**config.mk**
```make
export PLATFORM = sky130hd
export DESIGN_NAME = fetch_queue
export DESIGN_NICKNAME = d
export VERILOG_FILES = /design/src/rtl/fetch_queue.sv
export SDC_FILE = /design/constraint.sdc
export NUM_CORES = 1
export LEC_CHECK = 0
export CAP_MARGIN = 5
export CORE_UTILIZATION = 30
export CTS_CLUSTER_DIAMETER = 40
export DETAILED_ROUTE_END_ITERATION = 7
export GPL_TIMING_DRIVEN = 0
export PLACE_DENSITY = 0.49
export SLEW_MARGIN = 10
export SYNTH_ARGS = -nofsm -noshare
export SYNTH_HDL_FRONTEND = slang
export SYNTH_SLANG_ARGS = --single-unit
```
**constraint.sdc**
```tcl
create_clock -name clk -period 3.5 [get_ports clk]
set_clock_uncertainty 0.2 [all_clocks]
set_input_delay 0.7 -clock clk [delete_from_list [all_inputs] [get_ports clk]]
set_output_delay 0.7 -clock clk [all_outputs]
set_load 0.01 [all_outputs]
```
**src/rtl/fetch_queue.sv**
```systemverilog
// ============================================================================
//  Module   : fetch_queue
//  Purpose  : Instruction prefetch queue with a single-outstanding fetch FSM
//             and jump redirect/flush.
//  Revision : 1.0 - initial release
// ============================================================================
`default_nettype none

module fetch_queue #(
  parameter int         DEPTH    = 4,
  parameter logic [7:0] RESET_PC = 8'h00
) (
  input  logic       clk,
  input  logic       reset,
  output logic       imem_req,
  output logic [7:0] imem_addr,
  input  logic       imem_gnt,
  input  logic       imem_rvalid,
  input  logic [7:0] imem_rdata,
  output logic       instr_valid,
  output logic [7:0] instr,
  output logic [7:0] instr_pc,
  input  logic       instr_ready,
  input  logic       Jump,
  input  logic [7:0] jump_target,
  output logic [7:0] PCout,
  output logic [3:0] count
);

  localparam int         PTR_W   = (DEPTH > 1) ? $clog2(DEPTH) : 1;
  localparam logic [3:0] DEPTH_C = 4'(DEPTH);

  typedef enum logic [1:0] {
    IDLE         = 2'd0,
    REQ          = 2'd1,
    WAIT         = 2'd2,
    WAIT_DISCARD = 2'd3
  } state_t;

  state_t           state;
  state_t           state_nxt;
  logic             started;
  logic [7:0]       pc_q;
  logic [7:0]       fetch_pc;
  logic [PTR_W-1:0] rd_ptr;
  logic [PTR_W-1:0] wr_ptr;
  logic [3:0]       count_q;
  logic [3:0]       count_nxt;
  logic             push;
  logic             pop;
  logic             grant;
  logic [7:0]       data_mem [DEPTH];
  logic [7:0]       pc_mem   [DEPTH];

  assign grant     = (state == REQ) && imem_gnt;
  assign push      = (state == WAIT) && imem_rvalid && !Jump;
  assign pop       = (count_q != 4'd0) && instr_ready;
  assign count_nxt = count_q + {3'b000, push} - {3'b000, pop};

  // Holds the FSM in IDLE for one extra edge after reset release.
  always_ff @(posedge clk or negedge reset) begin
    if (!reset) started <= 1'b0;
    else        started <= 1'b1;
  end

  always_ff @(posedge clk or negedge reset) begin
    if (!reset) state <= IDLE;
    else        state <= state_nxt;
  end

  always_comb begin
    state_nxt = state;
    case (state)
      IDLE: begin
        if (started && (Jump || (count_q < DEPTH_C))) state_nxt = REQ;
      end
      REQ: begin
        if (imem_gnt) state_nxt = Jump ? WAIT_DISCARD : WAIT;
      end
      WAIT: begin
        if (imem_rvalid) begin
          if (Jump || (count_nxt < DEPTH_C)) state_nxt = REQ;
          else                               state_nxt = IDLE;
        end else if (Jump) begin
          state_nxt = WAIT_DISCARD;
        end
      end
      WAIT_DISCARD: begin
        if (imem_rvalid) state_nxt = REQ;
      end
      default: state_nxt = IDLE;
    endcase
  end

  always_ff @(posedge clk or negedge reset) begin
    if (!reset) begin
      pc_q     <= RESET_PC;
      fetch_pc <= 8'h00;
    end else begin
      if (grant) fetch_pc <= pc_q;
      if (Jump)       pc_q <= jump_target;
      else if (grant) pc_q <= pc_q + 8'd1;
    end
  end

  // Jump flushes the queue regardless of any push/pop in the same cycle.
  always_ff @(posedge clk or negedge reset) begin
    if (!reset) begin
      rd_ptr  <= '0;
      wr_ptr  <= '0;
      count_q <= 4'd0;
    end else if (Jump) begin
      rd_ptr  <= '0;
      wr_ptr  <= '0;
      count_q <= 4'd0;
    end else begin
      if (push) wr_ptr <= wr_ptr + PTR_W'(1);
      if (pop)  rd_ptr <= rd_ptr + PTR_W'(1);
      count_q <= count_nxt;
    end
  end

  always_ff @(posedge clk) begin
    if (push) begin
      data_mem[wr_ptr] <= imem_rdata;
      pc_mem[wr_ptr]   <= fetch_pc;
    end
  end

  assign imem_req    = (state == REQ);
  assign imem_addr   = pc_q;
  assign PCout       = pc_q;
  assign count       = count_q;
  assign instr_valid = (count_q != 4'd0);
  assign instr       = instr_valid ? data_mem[rd_ptr] : 8'h00;
  assign instr_pc    = instr_valid ? pc_mem[rd_ptr]   : 8'h00;

endmodule

`default_nettype wire

```
==> results list <==
* Worst slew pin tran: 0.899 ns
- Ratio of cells with drive above 1 in the final layout: 14.1%
- Sequential cells burn 39.0% of the power.
- The cell sitting at the root of the clock tree is a sky130_fd_sc_hd__clkbuf_16.
- The synthesized design contains 64 enable-type register cells.
- Summed over all cells, the static leakage comes to 1.87 nW.
* Die Span Y: 118 µm
* Post-route standard cell area excluding fillers: 5110 µm²
* CP Launch Point: count[2]
- Warnings from Yosys: 0
- Combinational cells account for 35.8% of the total power.
- Slack of the worst reg-to-reg path: 0.27 ns
* Area added between synthesis and finish: 27.4%
- Worst hold slack: 0.182 ns
* Slew margin rel.: 40.1%
- By area the synthesized netlist is led by sky130_fd_sc_hd__edfxtp_1 48%, sky130_fd_sc_hd__dfrtp_1 17%, sky130_fd_sc_hd__mux4_1 5.2%, sky130_fd_sc_hd__ha_1 4.7%, sky130_fd_sc_hd__mux4_2 4.5%.
- # clock sinks: 91
- The number of antenna diodes in the final layout is 0.
- Dividing the synthesized area by the synthesized cell count gives 15.4 µm².
* Per-cell routed wire length: 14.8 µm
* Synthesized flop and latch total: 91
- Number of distinct library cell variants in the gate-level netlist after synthesis: 35
- Startpoint type of the worst setup path: flip-flop
- In this run the horizontal extent of the chip is 118 µm.
- Final ANT Viol Nets: 0
- Final worst path period need: 3.23 ns
* Number of H-tree levels: 3
* Syn Inst Count: 260
- TritonCTS Buffers: 9
- The share of synthesized area in the top cell type comes to 47.9%.
- Placement Cell Area: 4810 µm²
- The synthesized design spends more area on one cell type than any other, namely sky130_fd_sc_hd__edfxtp_1.
- Worst Path Max Fanout: 19
- The run finished with clean final reports.
- For this run, the post-layout net count is 367.
- The final-report max-slew violation count is 0.
- The setup path with the least slack is of type flip-flop to flip-flop.
- Number of global-route vias before repair: 2349
- Area of combinational cells with multiple inputs: 1240 µm²
* Global router's overall resource usage: 11.5%
- Synthesis produced a netlist with a net count of 298.
* Share of the core filled with cells: 39.9%
- Final setup viols: 0
- Across all layers, the routed design uses 2206 vias.
- Clock transition at the register clock pins on the worst setup and hold paths after CTS: 0.07 ns
- Static timing analysis puts the maximum clock frequency at 309 MHz.
- Congestion Overflow GR: 0
- Area of the die: 13800 µm²
- Clock Path Buffers: 2
- First-iteration detailed-routing DRC count: 114
* Sequential Area: 2600 µm²
- STA classifies the critical path endpoint as a flip-flop.
* Max-cap violations: 0
* Power per standard cell area: 724 nW/µm²
* Power, Total: 3.70 mW
- 60 I/O pins were placed.
* Port Buf Inserts: 59
- The congestion estimate from routability-driven global placement came to 0.712.
* Worst endpoint data arrival time: 3.31 ns
* Leading register cell type out of synthesis: sky130_fd_sc_hd__edfxtp_1
* Routed wire length: 7.49 mm
- After detailed routing, the number of vias per cell comes to 4.36.
- Net Switching: 1.13 mW
- The internal power of the cells totals 2.57 mW.
- Worst hold path type: input pin to async pin
- The first global-routing pass estimated 12.2 mm of wire.
- Row count: 41
* Portion of the post-synthesis area used by sequential elements: 64.8%
- Unrepaired setup endpoints after global routing: false
- The clock reaches the later pin of the worst-skew pair after 0.34 ns.
- The endpoint identified for the worst register-to-register timing path is state[0].
- Entering global routing, the biggest net connects 28 pins.
- Fraction of power spent switching nets: 30.4%
- Total standard cell area after synthesis: 4010 µm²
- The worst register-to-register path begins at count[2].
- Measured in cells, the most critical reg-to-reg path has a length of 13.
- Effective utilization at floorplan: 31.3%
- Final HPWL DP: 4.96 mm
* Final Hold Viols: 0
- Across the VDD grid, the largest voltage drop is 0.310 mV.
- After synthesis, the share of flip-flops with an asynchronous set or reset is 29.7%.
- Initial antenna violation count: 0
- Endpoint required time on the critical path: 3.58 ns
* Residual DRC: 0
- DRT Pass-1 Iters: 4
- CTS tree: yes
* Clock share of power: 25.3%
- The critical path ends at state[0].
- The floorplan step defined a core boundary enclosing 12800 µm².
- The filler cells instantiated in the layout total 1237.
- Final cycle utilization of the critical path: 92.4%
[worst min-delay path by stage]
| stage | from | to | slack (ns) | cells past startpoint |
|---|---|---|---|---|
| floorplan | reset | PCout[0] | 0.20 | 0 |
| global placement | fetch_pc[0] | pc_mem[2][0] | 0.30 | 0 |
| detailed placement | fetch_pc[0] | pc_mem[1][0] | 0.32 | 0 |
| CTS | reset | PCout[4] | 0.20 | 1 |
| global route | reset | PCout[4] | 0.23 | 1 |
| finish | reset | PCout[4] | 0.18 | 1 |
[cell usage in the layout, fill, tap and decap left out, drive strengths merged, types with 2 or more instances in the layout]
master	netlist	routed
a21oi	5	5
and2	22	22
buf	16	17
clkbuf	2	10
clkdlybuf4s50	0	58
clkinvlp	0	2
dfrtp	27	27
edfxtp	64	64
ha	15	15
inv	13	17
mux2	5	5
mux2i	2	2
mux4	16	16
nand2	17	17
nand3	7	7
nor2	9	9
nor2b	4	4
nor3	2	2
o21ai	13	13
xnor2	8	8
xor2	3	3
[layer usage]
layer  track usage [%]  wire [µm]
met5                 0          0
met3              3.34        317
met2              18.8       3610
met4              3.13         80
met1              14.8       3490
[through the flow]
stage	setup slack (ns)	TNS (ns)	std cells
after floorplan	0.497	0	260
after global placement	-0.0651	-0.0651	491
after detailed placement	-0.0638	-0.0638	491
after CTS	0.113	0	506
after global routing	0.0378	0	506
final	0.266	0	506
[critical path, stage by stage (launching register included)]
cell,delay [ns]
sky130_fd_sc_hd__dfrtp_1,0.39
sky130_fd_sc_hd__inv_1,0.11
sky130_fd_sc_hd__ha_1,0.16
sky130_fd_sc_hd__or3b_1,0.34
sky130_fd_sc_hd__buf_4,0.21
sky130_fd_sc_hd__and2_1,0.21
sky130_fd_sc_hd__ha_1,0.28
sky130_fd_sc_hd__inv_1,0.04
sky130_fd_sc_hd__ha_1,0.20
sky130_fd_sc_hd__fa_1,0.41
sky130_fd_sc_hd__xnor2_2,0.19
sky130_fd_sc_hd__o21ai_0,0.10
sky130_fd_sc_hd__a211oi_1,0.20
sky130_fd_sc_hd__o22a_1,0.15
[cell type report]
type / count / area share (%)
sequential: 91 / 50.8
multi-input combinational: 138 / 24.4
timing repair buffer: 59 / 11.5
clock buffer: 9 / 4.41
tap: 172 / 4.21
buffer: 17 / 2.47
clock inverter: 7 / 1.35
inverter: 13 / 0.954
[cell families after synthesis]
family	Yosys count	synth area share, %
xor gates and xnor gates	11	2.40
adders and majority gates	16	5.18
and+or+nand+nor	64	8.30
other	1	0.0935
buffers and inverters	31	4.40
DFF	91	64.8
muxes	23	11.6
AOI/OAI and AO/OA	23	3.24
[Yosys cell counts (all sizes together) (2+ instances only)]
cell type / n
edfxtp: 64
dfrtp: 27
and2: 22
nand2: 17
buf: 16
mux4: 16
ha: 15
inv: 13
o21ai: 13
nor2: 9
xnor2: 8
nand3: 7
a21oi: 5
mux2: 5
nor2b: 4
xor2: 3
clkbuf: 2
mux2i: 2
nor3: 2
[registers in the layout, summed over array words and instances (netlist names)]
signal	flops
data_mem	32
pc_mem	32
PCout	8
fetch_pc	8
count	4
rd_ptr	2
state	2
wr_ptr	2
started	1
[power groups by stage]
stage          registers [mW]  clock network [mW]  logic, mW
3_3_place_gp             1.46                   0       1.32
6_report                 1.44               0.934       1.32
5_1_grt                  1.47                1.00       1.46
3_5_place_dp             1.47                   0       1.33
4_1_cts                  1.44               0.963       1.33
2_1_floorplan            1.44                   0      0.777
[what timing repair did]
action / CTS / global route
buffers inserted: 0 / 0
pin swaps: 0 / 1
hold buffers: 0 / 0
setup endpoints to repair: 1 / 1
resized for setup: 0 / 3
cloned: 0 / 0
(Power assumes the default switching activity.)
